<file path="src/rtl/mold_pkg.sv">
// mold_pkg: shared MoldUDP64 widths and reassembler state encoding
package mold_pkg;
    localparam int AXI_DATA_W    = 64;
    localparam int ML_W          = 16;
    localparam int MSG_MAX_BYTES = 64;
    typedef enum logic [1:0] {IDLE, ASM, DROP} state_t;
endpackage

</file>
<file path="src/rtl/mold_popcnt.sv">
// mold_popcnt: combinational count of set bits in a byte-enable mask
module mold_popcnt #(
    parameter int N = 8
) (
    input  logic [N-1:0]             mask,
    output logic [$clog2(N+1)-1:0]   cnt
);
    localparam int CW = $clog2(N + 1);
    always_comb begin
        cnt = '0;
        for (int i = 0; i < N; i++) cnt = cnt + CW'(mask[i]);
    end
endmodule

</file>
<file path="src/rtl/mold_msg_reasm.sv">
// mold_msg_reasm: packs MoldUDP64 message beats into one wide message word
module mold_msg_reasm #(
    parameter int AXI_DATA_W    = mold_pkg::AXI_DATA_W,
    parameter int ML_W          = mold_pkg::ML_W,
    parameter int MSG_MAX_BYTES = mold_pkg::MSG_MAX_BYTES
) (
    input  logic                       clk,
    input  logic                       nreset,
    input  logic                       mold_msg_v_i,
    input  logic                       mold_msg_start_i,
    input  logic [ML_W-1:0]            mold_msg_len_i,
    input  logic [AXI_DATA_W/8-1:0]    mold_msg_mask_i,
    input  logic [AXI_DATA_W-1:0]      mold_msg_data_i,
    output logic                       msg_v_o,
    output logic [ML_W-1:0]            msg_len_o,
    output logic [8*MSG_MAX_BYTES-1:0] msg_data_o,
    output logic                       msg_err_o
);
    import mold_pkg::*;
    localparam int NB = AXI_DATA_W / 8;
    localparam int CW = $clog2(NB + 1);
    localparam int MB = MSG_MAX_BYTES;
    state_t state;
    logic [ML_W-1:0] len_q, cnt, len_eff, cnt_base;
    logic [ML_W:0] sum;
    logic [CW-1:0] pc;
    logic [MB-1:0] en;
    logic [8*MB-1:0] buf_q, buf_nxt, wide, bm;
    logic start_v, act, done, big, emit, err;

    mold_popcnt #(.N(NB)) u_popcnt (.mask(mold_msg_mask_i), .cnt(pc));

    always_comb begin
        start_v  = mold_msg_v_i && mold_msg_start_i;
        act      = mold_msg_v_i && (mold_msg_start_i || state != IDLE);
        len_eff  = start_v ? mold_msg_len_i : len_q;
        cnt_base = start_v ? '0 : cnt;
        sum      = {1'b0, cnt_base} + (ML_W+1)'(pc);
        done     = sum >= {1'b0, len_eff};
        big      = int'(len_eff) > MB;
        emit     = act && done && !big && len_eff != '0;
        err      = (start_v && state == ASM) || (act && done && (big || len_eff == '0));
        // byte enables land at the running offset and are clipped at len
        en       = (act && !big) ? MB'(mold_msg_mask_i) << cnt_base : '0;
        for (int j = 0; j < MB; j++) if (j >= int'(len_eff)) en[j] = 1'b0;
        wide     = (8*MB)'(mold_msg_data_i) << {cnt_base, 3'b000};
        bm       = '0;
        for (int j = 0; j < MB; j++) bm[j*8 +: 8] = {8{en[j]}};
        buf_nxt  = ((start_v ? '0 : buf_q) & ~bm) | (wide & bm);
    end

    always_ff @(posedge clk or negedge nreset) begin
        if (!nreset) begin
            state      <= IDLE;
            len_q      <= '0;
            cnt        <= '0;
            buf_q      <= '0;
            msg_v_o    <= 1'b0;
            msg_err_o  <= 1'b0;
            msg_len_o  <= '0;
            msg_data_o <= '0;
        end else begin
            msg_v_o   <= emit;
            msg_err_o <= err;
            buf_q     <= buf_nxt;
            if (act) begin
                state <= done ? IDLE : big ? DROP : ASM;
                len_q <= len_eff;
                cnt   <= done ? len_eff : sum[ML_W-1:0];
            end
            if (emit) begin
                msg_len_o  <= len_eff;
                msg_data_o <= buf_nxt;
            end
        end
    end
endmodule

</file>
<file path="config.mk">
export PLATFORM = sky130hd
export DESIGN_NAME = mold_msg_reasm
export DESIGN_NICKNAME = d
export VERILOG_FILES = /design/src/rtl/mold_pkg.sv /design/src/rtl/mold_popcnt.sv /design/src/rtl/mold_msg_reasm.sv
export SDC_FILE = /design/constraint.sdc
export NUM_CORES = 2
export LEC_CHECK = 0
export ABC_AREA = 1
export ABC_CLOCK_PERIOD_IN_PS = 5200
export BUFFER_PORTS_ARGS = -buffer_cell sky130_fd_sc_hd__buf_4
export CAP_MARGIN = 15
export CORE_MARGIN = 5
export CORE_UTILIZATION = 35
export DETAILED_ROUTE_END_ITERATION = 8
export GPL_TIMING_DRIVEN = 1
export SLEW_MARGIN = 20
export SYNTH_ARGS = -nofsm -noshare
export SYNTH_HDL_FRONTEND = slang
export SYNTH_SLANG_ARGS = --single-unit
</file>
<file path="constraint.sdc">
create_clock -name clk -period 5.2 [get_ports clk]
set_input_delay 0.52 -clock clk [delete_from_list [all_inputs] [get_ports clk]]
set_output_delay 0.52 -clock clk [all_outputs]
set_load 0.05 [all_outputs]
</file>
==> results.txt <==
Vias/cell: 5.44
non-filler instance count after layout: 10.2k
Reg2Reg Depth: 11
largest area contributor in the netlist: dfrtp_1
Starting Density: 0.353
Layout area overhead: 24.1%
Hold Path Depth: 3
Synth Area in Simple Gates: 0.416
FFs w/ async S/R, synth: 1.00
die area: 0.168 sq mm
Routed Antenna Nets: 0
Placed Instance Area: 0.0633 sq mm
Synth Area in Adders: 0.00692
H-Tree Depth: 3
slowest cell delay on critical path: 550 ps
skew final: 27.8 ps
worst skew pair latency: 790 ps
max-slew violation count: 0
first-pass GRT wire length: 374000 um
Setup Viol. Count Final: 539
multi-input logic area: 0.0265 sq mm
RePlAce Congestion: 1.07
layout cell share with drive strength beyond 1: 0.177
final worst slack: -311 ps
Final Cell Area: 0.0696 sq mm
ys flop type: dfrtp_1
r2r setup slk: 560 ps
multiplexer area fraction after synthesis: 0.000781
status: finished, violations left
clock root buffer: clkbuf_16
Placed Instances: 9899
Sw Ratio: 0.428
GRT overflow: 0
critical path startpoint category: primary input
CP max FO: 11
HPWL after DPL: 194000 um
Post-synth top cells: 3277 x nand2_1, 1076 x dfrtp_1, 911 x nand3_1, 342 x nand4_1, 314 x and2_1
Final Hold Fails: 0
gr usage total: 0.301
drt total wl: 265000 um
path type of the worst setup path: primary input to register
Post-synth EDFFs: 0
DR vias: 55.5k
failing checks: negative setup slack
share of the synthesized area in the top cell type: 0.480
crit share post-route: 1.06
pin count of the biggest net entering global routing: 202
Clock power frac: 0.326
crit path time final: 5510 ps
CP bufs+invs: 10
Int Pwr: 15.8 mW
Post-Syn Nets: 7549
Lkg Pwr: 37.4 nW
Crit path max-delay family: adder cells
Die X: 410 um
hold endpoint: len_q[12]$_DFFE_PN0P_
max frequency: 0.181 GHz
Synth Instances: 7429
Critical R2R Capture: buf_q[245]$_DFF_PN0_
CTS tree: built
Total Power: 27.6 mW
Cell Area, Synth: 0.0561 sq mm
die span in y: 410 um
site row count: 146
cts bufs inserted: 117
CP required: 5840 ps
Avg Synthesized Cell Area: 7.55 sq um
hold_sp: mold_msg_len_i[12]
Final #Nets: 8135
TritonRoute pass-1 iters: 6
Port Buffers: 621
worst hold path type: primary input to register
Rel. slew slack: 0.228
RSZ-0062 raised after global routing: yes
RR Startpoint: cnt[2]$_DFFE_PN0P_
initial antenna violation count: 44
wire per inst: 26.0 um
combinational group share of total power: 0.363
Fillers: 16.0k
xor/xnor cell area share of the yosys netlist: 0.00188
crit path from: mold_msg_mask_i[1]
synth unique cells: 51
PD cells: 397 mW/mm^2
CTS clk-pin slew, worst paths: 60 ps
clock sinks: 1076
Switch Pwr: 11.8 mW
VDD IR-drop max: 357 uV
DR iter-0 viols: 6526
Worst path slowest cell: fa_2
vias in the first global route: 52.3k
Max-Cap Viols: 0
Arr. time, crit path: 6150 ps
Worst setup EP type: register
io pins: 622
Worst Max-Slew Pin Slew: 1160 ps
largest family of logic cells by synthesized area: simple AND/OR/NAND/NOR gates
Bufs on Longest Clock Path: 3
most common cell in the netlist: nand2_1
Yosys reg bits: 1076
share of power burned in registers: 0.311
DRC viols: 0
core region area: 0.159 sq mm
dpl ws: -1100 ps
top cells by area, synth: dfrtp_1 48%, nand2_1 22%, nand3_1 8.1%, nand4_1 3.8%, and2_1 3.5%
Ys Warns: 0
Reg area: 0.0269 sq mm
Synth Area in Compound Gates: 0.0368
post-synthesis sequential area ratio: 0.480
per-stage QoR:
step / util / hold slack [ps] / setup TNS [ps]
6_report: 0.438 / 65.5 / -110680
5_1_grt: 0.438 / 66.4 / -211310
4_1_cts: 0.432 / 14.1 / -61670
3_5_place_dp: 0.399 / 458 / -549990
3_3_place_gp: 0.399 / 458 / -554700
2_1_floorplan: - / 224 / -174140
what timing repair did:
item | in CTS | in global routing
setup buffers | 17 | 9
hold buffers | 4 | 0
resized for setup | 84 | 91
endpoints found under the hold margin | 44 | 0
setup endpoints to repair | 524 | 548
pin swaps | 11 | 13
gates cloned | 19 | 24
layout make-up:
class                           instances  area share
Sequential cell                      1076       0.387
Multi-Input combinational cell       5657       0.380
Timing Repair Buffer                  901       0.121
Clock buffer                          162      0.0480
Tap cell                             2072      0.0373
Inverter                              262      0.0145
Clock inverter                         50      0.0113
Antenna cell                           27    0.000971
how the worst max path moves through the flow:
stage,endpoint,slack (ps),cells past startpoint
after floorplan,msg_data_o[378]$_DFFE_PN0P_,-380,34
after global placement,msg_data_o[297]$_DFFE_PN0P_,-1090,32
after detailed placement,msg_data_o[387]$_DFFE_PN0P_,-1100,29
after CTS,msg_data_o[467]$_DFFE_PN0P_,-210,35
after global routing,msg_data_o[392]$_DFFE_PN0P_,-500,35
final,msg_data_o[392]$_DFFE_PN0P_,-310,33
sequential cells by signal, indices dropped and copies added (netlist names):
| signal | flops |
|---|---|
| msg_v_o | 1 |
| state | 2 |
| msg_data_o | 512 |
| cnt | 16 |
| msg_len_o | 16 |
| buf_q | 512 |
| msg_err_o | 1 |
| len_q | 16 |
logic make-up (layout without fill, tap and decap cells):
kind of cell / after synthesis / in the layout
xor+xnor: 12 / 12
simple gates: 5264 / 5264
flops: 1076 / 1076
fa+ha+maj: 28 / 28
compound gates: 349 / 349
mux: 4 / 4
other cells: 0 / 27
buf+inv: 696 / 1375
power by group through the flow:
stage          Combinational (mW)  Sequential (mW)  Clock (mW)
4_1_cts                      9.48             8.58        9.12
3_3_place_gp                 9.40             8.73           0
6_report                     10.0             8.58        9.00
3_5_place_dp                 9.40             8.73           0
2_1_floorplan                5.31             8.78           0
5_1_grt                      10.3             8.58        9.50
tightest hold or removal path, stage by stage:
cell     delay [ps]
buf_4            80
nand2_1          60
nand2_1         130
metal layers:
metal	vias up	global-route usage	wire length [um]
li1	25200	-	-
met1	26900	0.399	108000
met2	2818	0.442	113000
met3	561	0.0984	28500
met4	20	0.153	15900
met5	-	0	137
cells in the final DEF, fill, tap and decap left out, types with 31 or more instances in the layout:
cell	instances
nand4_1	342
o21ai_0	158
buf_12	41
buf_4	785
nand2_1	3196
dfrtp_1	1076
inv_1	224
o21ai_2	50
clkbuf_16	137
inv_2	31
nand3_1	902
nor2_1	236
o21ai_1	59
nand2_2	118
and2_1	314
a21oi_1	45
Power figures use the tool's default switching activity.
